--- config.mk ---
export PLATFORM = sky130hd
export DESIGN_NAME = mem_arbiter_n_flat
export DESIGN_NICKNAME = d
export VERILOG_FILES = /design/src/rtl/mem_arbiter_n_pkg.sv /design/src/rtl/mem_arbiter_n_if.sv /design/src/rtl/mem_arbiter_n_rr_pick.sv /design/src/rtl/mem_arbiter_n.sv /design/src/flat_wrapper.sv
export SDC_FILE = /design/constraint.sdc
export NUM_CORES = 1
export LEC_CHECK = 0
export BUFFER_PORTS_ARGS = -buffer_cell sky130_fd_sc_hd__buf_2
export CAP_MARGIN = 20
export CORE_MARGIN = 2
export CORE_UTILIZATION = 39
export DETAILED_ROUTE_END_ITERATION = 8
export PLACE_DENSITY = 0.77
export RECOVER_POWER = 50
export SLEW_MARGIN = 0
export SYNTH_ARGS = -nofsm -noshare
export SYNTH_HDL_FRONTEND = slang
export SYNTH_HIERARCHICAL = 1
export SYNTH_SLANG_ARGS = --single-unit
export TNS_END_PERCENT = 10
--- constraint.sdc ---
create_clock -name clk -period 3.3 [get_ports clk]
set_clock_uncertainty 0.2 [all_clocks]
set_input_delay 0.165 -clock clk [delete_from_list [all_inputs] [get_ports clk]]
set_output_delay 0.165 -clock clk [all_outputs]
set_load 0.05 [all_outputs]
--- src/rtl/mem_arbiter_n_pkg.sv ---
// Shared types and constants for the N-channel memory arbiter.
package mem_arb_pkg;

   typedef enum logic [1:0] {
      IDLE,
      ISSUE,
      DONE
   } state_t;

   typedef enum logic {
      OP_READ,
      OP_WRITE
   } op_t;

   localparam int ARB_MODE_RR    = 0;
   localparam int ARB_MODE_FIXED = 1;

   // Pointer/index width; a single channel still needs one bit.
   function automatic int ptr_width(input int n);
      return (n > 1) ? $clog2(n) : 1;
   endfunction

endpackage

--- src/rtl/mem_arbiter_n_if.sv ---
// External memory port: one read/write strobe pair completed by mem_ack.
interface mem_arbiter_n_if #(
   parameter int ADDR_W = 32,
   parameter int DATA_W = 32
) ();

   logic              mem_read;
   logic              mem_write;
   logic              mem_ack;
   logic [ADDR_W-1:0] mem_addr;
   logic [DATA_W-1:0] mem_data_write;
   logic [DATA_W-1:0] mem_data_read;

   modport master (
      output mem_read, mem_write, mem_addr, mem_data_write,
      input  mem_ack, mem_data_read
   );

   modport slave (
      input  mem_read, mem_write, mem_addr, mem_data_write,
      output mem_ack, mem_data_read
   );

endinterface

--- src/rtl/mem_arbiter_n_rr_pick.sv ---
// Combinational rotating-priority picker; fixed mode searches from index 0.
module rr_pick #(
   parameter int NUM_CH = 2,
   parameter int PTR_W  = 1
) (
   input  logic [NUM_CH-1:0] req,
   input  logic [PTR_W-1:0]  ptr,
   input  logic              mode,
   output logic [NUM_CH-1:0] onehot,
   output logic [PTR_W-1:0]  idx,
   output logic              valid
);

   int unsigned c;

   always_comb begin
      onehot = '0;
      idx    = '0;
      valid  = 1'b0;
      c      = 0;
      for (int unsigned i = 0; i < NUM_CH; i++) begin
         c = mode ? i : (i + 32'(ptr)) % NUM_CH;
         if (!valid && req[c]) begin
            valid     = 1'b1;
            onehot[c] = 1'b1;
            idx       = PTR_W'(c);
         end
      end
   end

endmodule

--- src/rtl/mem_arbiter_n.sv ---
// N-channel memory arbiter, round-robin or fixed priority, registered outputs.
// Optional ISSUE timeout enabled by defining MEM_ARB_TIMEOUT_EN.
module mem_arbiter_n
   import mem_arb_pkg::*;
#(
   parameter int NUM_CH         = 2,
   parameter int ADDR_W         = 32,
   parameter int DATA_W         = 32,
   parameter int ARB_MODE       = 0,
   parameter int TIMEOUT_CYCLES = 1024
) (
   input  logic                     clk,
   input  logic                     reset,
   input  logic [NUM_CH-1:0]        ch_read_req,
   input  logic [NUM_CH-1:0]        ch_write_req,
   input  logic [NUM_CH*ADDR_W-1:0] ch_addr,
   input  logic [NUM_CH*DATA_W-1:0] ch_write_data,
   output logic [NUM_CH-1:0]        ch_ack,
   output logic [DATA_W-1:0]        ch_read_data,
   output logic                     ch_err,
   output logic [NUM_CH-1:0]        grant,
   output logic                     busy,
   mem_arbiter_n_if.master          mem
);

   localparam int   PTR_W = ptr_width(NUM_CH);
   localparam logic FIXED = (ARB_MODE == ARB_MODE_FIXED);

   state_t            state, state_n;
   op_t               op, op_n;
   logic [PTR_W-1:0]  ptr, ptr_n, win, win_n;
   logic [ADDR_W-1:0] addr_r, addr_n;
   logic [DATA_W-1:0] wdata_r, wdata_n, rdata_r, rdata_n;
   logic              rd_r, rd_n, wr_r, wr_n, busy_r, busy_n, err_r, err_n;
   logic [NUM_CH-1:0] grant_r, grant_n, ack_r, ack_n;

   logic [NUM_CH-1:0] pick_oh;
   logic [PTR_W-1:0]  pick_idx;
   logic              pick_valid;
   logic              timeout;

   rr_pick #(.NUM_CH(NUM_CH), .PTR_W(PTR_W)) u_pick (
      .req    (ch_read_req | ch_write_req),
      .ptr    (ptr),
      .mode   (FIXED),
      .onehot (pick_oh),
      .idx    (pick_idx),
      .valid  (pick_valid)
   );

`ifdef MEM_ARB_TIMEOUT_EN
   localparam int CNT_W = $clog2(TIMEOUT_CYCLES + 1);
   logic [CNT_W-1:0] cnt;

   // Counts ISSUE cycles; held at zero elsewhere so every grant starts fresh.
   always_ff @(posedge clk or posedge reset) begin
      if (reset)                cnt <= '0;
      else if (state == ISSUE)  cnt <= cnt + 1'b1;
      else                      cnt <= '0;
   end

   assign timeout = (state == ISSUE) && (cnt == CNT_W'(TIMEOUT_CYCLES - 1));
`else
   assign timeout = 1'b0;
`endif

   always_ff @(posedge clk or posedge reset) begin
      if (reset) begin
         state   <= IDLE;
         op      <= OP_READ;
         ptr     <= '0;
         win     <= '0;
         addr_r  <= '0;
         wdata_r <= '0;
         rdata_r <= '0;
         rd_r    <= 1'b0;
         wr_r    <= 1'b0;
         busy_r  <= 1'b0;
         err_r   <= 1'b0;
         grant_r <= '0;
         ack_r   <= '0;
      end else begin
         state   <= state_n;
         op      <= op_n;
         ptr     <= ptr_n;
         win     <= win_n;
         addr_r  <= addr_n;
         wdata_r <= wdata_n;
         rdata_r <= rdata_n;
         rd_r    <= rd_n;
         wr_r    <= wr_n;
         busy_r  <= busy_n;
         err_r   <= err_n;
         grant_r <= grant_n;
         ack_r   <= ack_n;
      end
   end

   always_comb begin
      state_n = state;
      op_n    = op;
      ptr_n   = ptr;
      win_n   = win;
      addr_n  = addr_r;
      wdata_n = wdata_r;
      rd_n    = rd_r;
      wr_n    = wr_r;
      busy_n  = busy_r;
      grant_n = grant_r;
      rdata_n = '0;
      err_n   = 1'b0;
      ack_n   = '0;
      unique case (state)
         IDLE: begin
            if (pick_valid) begin
               // Write wins when a channel raises both; its read stays pending.
               op_n    = ch_write_req[pick_idx] ? OP_WRITE : OP_READ;
               win_n   = pick_idx;
               addr_n  = ch_addr[32'(pick_idx)*ADDR_W +: ADDR_W];
               wdata_n = ch_write_data[32'(pick_idx)*DATA_W +: DATA_W];
               rd_n    = !ch_write_req[pick_idx];
               wr_n    = ch_write_req[pick_idx];
               grant_n = pick_oh;
               busy_n  = 1'b1;
               state_n = ISSUE;
               if (!FIXED)
                  ptr_n = (pick_idx == PTR_W'(NUM_CH - 1)) ? '0 : pick_idx + 1'b1;
            end
         end
         ISSUE: begin
            if (mem.mem_ack || timeout) begin
               rd_n    = 1'b0;
               wr_n    = 1'b0;
               grant_n = '0;
               ack_n   = NUM_CH'(1) << win;
               err_n   = !mem.mem_ack;
               rdata_n = (mem.mem_ack && op == OP_READ) ? mem.mem_data_read : '0;
               state_n = DONE;
            end
         end
         DONE: begin
            busy_n  = 1'b0;
            state_n = IDLE;
         end
         default: state_n = IDLE;
      endcase
   end

   assign ch_ack             = ack_r;
   assign ch_read_data       = rdata_r;
   assign ch_err             = err_r;
   assign grant              = grant_r;
   assign busy               = busy_r;
   assign mem.mem_read       = rd_r;
   assign mem.mem_write      = wr_r;
   assign mem.mem_addr       = addr_r;
   assign mem.mem_data_write = wdata_r;

endmodule

--- src/flat_wrapper.sv ---
// flat-port wrapper written by rule: the top's interface ports become plain ports
module mem_arbiter_n_flat import mem_arb_pkg::*;
#(
   parameter int NUM_CH         = 2,
   parameter int ADDR_W         = 32,
   parameter int DATA_W         = 32,
   parameter int ARB_MODE       = 0,
   parameter int TIMEOUT_CYCLES = 1024
)
  (clk, reset, ch_read_req, ch_write_req, ch_addr, ch_write_data, ch_ack, ch_read_data, ch_err, grant, busy, mem_mem_read, mem_mem_write, mem_mem_addr, mem_mem_data_write, mem_mem_ack, mem_mem_data_read);
  mem_arbiter_n_if #(.ADDR_W(ADDR_W), .DATA_W(DATA_W)) mem_i ();
  input  logic clk;
  input  logic reset;
  input  logic [NUM_CH-1:0] ch_read_req;
  input  logic [NUM_CH-1:0] ch_write_req;
  input  logic [NUM_CH*ADDR_W-1:0] ch_addr;
  input  logic [NUM_CH*DATA_W-1:0] ch_write_data;
  output logic [NUM_CH-1:0] ch_ack;
  output logic [DATA_W-1:0] ch_read_data;
  output logic ch_err;
  output logic [NUM_CH-1:0] grant;
  output logic busy;
  output wire logic [$bits(mem_i.mem_read)-1:0] mem_mem_read;
  output wire logic [$bits(mem_i.mem_write)-1:0] mem_mem_write;
  output wire logic [$bits(mem_i.mem_addr)-1:0] mem_mem_addr;
  output wire logic [$bits(mem_i.mem_data_write)-1:0] mem_mem_data_write;
  input wire logic [$bits(mem_i.mem_ack)-1:0] mem_mem_ack;
  input wire logic [$bits(mem_i.mem_data_read)-1:0] mem_mem_data_read;
  assign mem_mem_read = mem_i.mem_read;
  assign mem_mem_write = mem_i.mem_write;
  assign mem_mem_addr = mem_i.mem_addr;
  assign mem_mem_data_write = mem_i.mem_data_write;
  assign mem_i.mem_ack = mem_mem_ack;
  assign mem_i.mem_data_read = mem_mem_data_read;
  mem_arbiter_n #(.NUM_CH(NUM_CH), .ADDR_W(ADDR_W), .DATA_W(DATA_W), .ARB_MODE(ARB_MODE), .TIMEOUT_CYCLES(TIMEOUT_CYCLES)) u_core (.clk(clk), .reset(reset), .ch_read_req(ch_read_req), .ch_write_req(ch_write_req), .ch_addr(ch_addr), .ch_write_data(ch_write_data), .ch_ack(ch_ack), .ch_read_data(ch_read_data), .ch_err(ch_err), .grant(grant), .busy(busy), .mem(mem_i));
endmodule
==> flow_metrics.py, run 1 <==
metrics = {
    "placed_design": {
        "dpl_cell_area_sq_um": 5980,
        "io_buffers": 269,
        "gp_congestion": 0.776,
        "dp_hpwl_um": 8560,
    },
    "clock_tree": {
        "root_buffer": "clkbuf_16",
        "numCtsBuffers": 9,
        "cts_sinks": 108,
        "ctsHoldBuffers": 162,
        "htreeDepth": 3,
        "clockBufferDepth": 2,
        "post_cts_resized": 0,
        "cts_setup_buffers": 0,
    },
    "logic_synthesis": {
        "syn_avg_cell_area_sq_um": 11.6,
        "ys_ff_latch": 108,
        "synthAdderAreaFrac_pct": 0,
        "synthSimpleGateAreaFrac_pct": 12.0,
        "synth_cells": 395,
        "muxShareOfSynthArea_pct": 14.3,
        "netlist_area_sq_um": 4560,
        "synth_top_family_by_area": "multiplexers",
        "yosysWarningCount": 6,
        "synth.distinct_cells": 26,
        "synth.yosys.seq_area_share_pct": 59.2,
        "synth_compound_area_share_pct": 9.98,
        "synth_xor_area_share_pct": 0,
    },
    "floorplanning": {
        "die_h_um": 112,
        "row_count": 39,
        "die_w_um": 112,
        "io_pins": 271,
        "start_util_pct": 40.0,
    },
    "status": {
        "status": "aborted with a tool error",
        "error": "[ERROR RSZ-0060] Max buffer count reached.",
        "lastStage": "clock tree synthesis",
    },
}
-- cells in the mapped netlist --
| cell | number | area (sq um) |
|---|---|---|
| a21oi_1 | 5 | 25.0 |
| a22o_1 | 3 | 26.3 |
| and2_1 | 33 | 206 |
| buf_1 | 1 | 3.75 |
| buf_2 | 7 | 35.0 |
| buf_4 | 2 | 15.0 |
| buf_6 | 8 | 90.1 |
| buf_8 | 1 | 15.0 |
| clkbuf_1 | 8 | 30.0 |
| conb_1 | 1 | 3.75 |
| dfrtp_1 | 108 | 2700 |
| inv_1 | 4 | 15.0 |
| mux2i_1 | 65 | 651 |
| nand2_1 | 68 | 255 |
| nand3b_1 | 1 | 7.51 |
| nor2_1 | 5 | 18.8 |
| nor2b_1 | 1 | 6.26 |
| nor2b_4 | 1 | 13.8 |
| nor3b_2 | 1 | 12.5 |
| o21a_1 | 2 | 15.0 |
| o21ai_1 | 52 | 260 |
| o21ai_2 | 13 | 114 |
| o2bb2ai_2 | 1 | 15.0 |
| or2_1 | 1 | 6.26 |
| or2_2 | 2 | 12.5 |
| or3b_1 | 1 | 8.76 |
-- logic make-up after synthesis --
group | after synthesis
and+or+nand+nor | 114
DFF | 108
AOI/OAI and AO/OA | 76
muxes | 65
buffers and inverters | 31
other | 1
-- per-stage QoR --
step,hold WS [ns],setup slack [ns],cells
after floorplan,0.0936,0.0894,396
after global placement,0.171,1.14,786
after detailed placement,0.175,1.08,786
==> run 2, diff against run 1 <==
Settings changed: CORE_UTILIZATION 39 to 36, PLACE_DENSITY 0.77 to unset, PLACE_DENSITY_LB_ADDON set to 0.15.
Clock period 3.3 ns to 4.3 ns, I/O delays scaled along.
==> run 2 against run 1 <==
  * The run now ends clean
  * Synthesized area did not move
  * Synthesized cell count stayed put
==> flow_metrics.py, run 2 <==
metrics = {
    "status": {
        "status": "finished clean",
    },
    "logic_synthesis": {
        "synth_area_leader_cell": "dfrtp_1",
        "ys_ff_latch": 108,
        "synth.distinct_cells": 26,
        "synth.yosys.seq_area_share_pct": 59.2,
        "synth_top_area_share_pct": 59.2,
        "synthAdderAreaFrac_pct": 0,
        "netlist_area_sq_um": 4560,
        "synth_top_flop_cell": "dfrtp_1",
        "yosysWarningCount": 6,
        "syn_avg_cell_area_sq_um": 11.6,
        "muxShareOfSynthArea_pct": 14.3,
        "synthSimpleGateAreaFrac_pct": 12.0,
        "synth-async-reset-ratio_pct": 100,
        "synth_xor_area_share_pct": 0,
        "yosys-top-cells-count": "dfrtp_1 (108), nand2_1 (68), mux2i_1 (65)",
        "yosysMostFrequentCell": "dfrtp_1",
        "synth_cells": 395,
        "synth_area_leaders": "dfrtp_1 (59%), mux2i_1 (14%), o21ai_1 (5.7%), nand2_1 (5.6%), and2_1 (4.5%)",
        "synth_top_family_by_area": "multiplexers",
        "synth_edf_count": 0,
        "synth_compound_area_share_pct": 9.98,
    },
    "clock_tree": {
        "clk_latency_ns": 0.33,
        "clockBufferDepth": 2,
        "numCtsBuffers": 9,
        "cts_setup_buffers": 0,
        "htreeDepth": 3,
        "root_buffer": "clkbuf_16",
        "path_clk_slew_ns": 0.07,
        "cts_tree": "yes",
        "cts_sinks": 108,
    },
    "floorplanning": {
        "start_util_pct": 36.5,
        "die_w_um": 117,
        "io_pins": 271,
        "die_h_um": 117,
        "dieArea_sq_um": 13600,
        "core_area_sq_um": 12500,
        "row_count": 41,
    },
    "global_routing": {
        "grt.overflow.total": 0,
        "grt_pass1_vias": 4618,
        "antenna_found_initial": 0,
        "grt_max_degree": 93,
        "grt_pass1_wl_um": 21600,
        "grt_use_total_pct": 20.5,
    },
    "critical_path": {
        "crit_path_end_kind": "register",
        "crit_chain": "nor2b_4 > o21a_4 > buf_4 > mux2i_1 > dlygate4sd3_1 > o21ai_1",
        "cp_slowest_cell": "o21a_4",
        "worstSetupPathType": "register to register",
        "r2r_slack_ns": 1.48,
        "timing.rr.end": "u_core/mem.mem_addr[13]$_DFFE_PP0P_",
        "crit_start": "u_core/ptr$_DFFE_PP0P_",
        "rr_startpoint": "u_core/ptr$_DFFE_PP0P_",
        "cp_max_fo": 45,
        "r2r_cells": 6,
        "worstPathArrival_ns": 2.82,
        "critPathLaunchType": "register",
        "critPathRequiredTime_ns": 4.31,
        "slowest_delay_ns": 0.69,
    },
    "route": {
        "drc_errors": 0,
        "first_iter_violations": 207,
        "antenna_left": 0,
        "totalWireLength_um": 14400,
        "num_vias": 4442,
        "wire_per_inst_um": 14.5,
        "vias_per_cell": 4.48,
        "first_pass_iters": 5,
    },
    "sta": {
        "slew_violations": 0,
        "hold_violations": 0,
        "setup_viol": 0,
        "relSlewSlack_pct": 35.1,
        "worst_pin_slew_ns": 0.974,
        "fin_crit_ns": 2.82,
        "min_period_over_period_pct": 65.5,
        "max_clock_freq_mhz": 355,
        "rsz0062_at_grt": "false",
        "setup-tns-final_ns": 0,
    },
    "power": {
        "ir_drop_mv": 0.378,
        "switching_share_pct": 50.9,
        "power_density_nw_per_um2": 663,
        "pwr-share-seq_pct": 31.1,
        "combPwrFrac_pct": 54.4,
        "net-switching-power_mw": 2.61,
        "p_clk_share_pct": 14.5,
        "leakage_nw": 3.68,
        "p_int_mw": 2.52,
    },
    "placed_design": {
        "io_buffers": 269,
        "dpl_cell_area_sq_um": 6000,
        "gp_congestion": 0.735,
        "dp_hpwl_um": 8450,
    },
    "final_layout": {
        "multi_input_comb_area_sq_um": 1670,
        "syn_to_final_growth_pct": 69.8,
        "final_area_sq_um": 7750,
        "seqCellArea_sq_um": 2700,
        "drive_gt1_share_pct": 24.5,
        "final_common_cell": "buf_2",
        "layout.nets": 983,
        "nFillCells": 1073,
        "mostFrequentLayoutCells": "buf_2 (164), dlygate4sd3_1 (162), clkbuf_1 (108), dfrtp_1 (108), nand2_1 (68)",
        "diodes": 0,
    },
    "min_path": {
        "hold_class": "input port to register",
        "min_path_cells": 3,
        "worstHoldStart": "ch_write_req[0]",
        "worstHoldEndpoint": "u_core/mem.mem_write$_DFFE_PP0P_",
    },
    "run": {
        "maxCapViolations": 0,
    },
}
## run 2: cell counts after synthesis
No cell type changed its count.
## run 2: through the flow
step / utilization, % / hold WS [ns] / std cells / power (mW) / worst slack [ns]
2_1_floorplan: - / 0.144 / 396 / 3.71 / 1.04
3_3_place_gp: 48.0 / 0.220 / 815 / 4.24 / 1.88
3_5_place_dp: 48.0 / 0.225 / 815 / 4.28 / 1.79
4_1_cts: 63.0 / 0.0909 / 991 / 5.24 / 1.52
5_1_grt: 61.9 / 0.104 / 991 / 5.42 / 1.30
6_report: 61.9 / 0.0971 / 991 / 5.13 / 1.48
## run 2: cells by family after synthesis
logic type / Yosys count
other: 1
AOI/OAI and AO/OA: 76
muxes: 65
DFF: 108
buffers and inverters: 31
and+or+nand+nor: 114
## run 2: worst max-delay path, delay by kind of cell, from the launching register on
family | cells | cell delay, ns
AOI/OAI and AO/OA | 2 | 0.75
buffers and inverters | 2 | 0.95
DFF | 1 | 0.35
muxes | 1 | 0.24
and+or+nand+nor | 1 | 0.17
## run 2: worst max path at each step
stage	end	cells after the start
2_1_floorplan	u_core/busy$_DFFE_PP0P_	1
3_3_place_gp	u_core/mem.mem_addr[11]$_DFFE_PP0P_	6
3_5_place_dp	u_core/mem.mem_addr[11]$_DFFE_PP0P_	7
4_1_cts	u_core/mem.mem_addr[11]$_DFFE_PP0P_	6
5_1_grt	u_core/mem.mem_addr[20]$_DFFE_PP0P_	6
6_report	u_core/mem.mem_addr[13]$_DFFE_PP0P_	6
## run 2: metal layers
layer,vias up,global-route usage (%),part of all wire [%]
li1,2163,-,-
met1,2066,22.4,39
met2,197,37.5,51
met3,16,6.12,8.7
met4,0,7.69,1.5
met5,-,0,0
## run 2: cell type report
cell class                 count  area share [%]
clock buffer                  12            3.18
clock inverter                 2           0.161
inverter                       4           0.226
multi-input combinational    257            21.6
sequential                   108            34.9
tap                          172            2.78
timing repair buffer         436            37.2
## run 2: what timing repair did
item	4_1_cts	5_1_grt
hold buffers	162	0
endpoints found under the hold margin	168	0
resized for setup	0	0
## run 2: power by group through the flow
stage / Clock [mW] / Combinational [mW] / Sequential, mW
3_5_place_dp: 0 / 2.68 / 1.60
6_report: 0.746 / 2.79 / 1.60
2_1_floorplan: 0 / 0.875 / 2.83
3_3_place_gp: 0 / 2.65 / 1.59
4_1_cts: 0.778 / 2.88 / 1.58
5_1_grt: 0.815 / 2.97 / 1.64
Power figures use the tool's default switching activity.
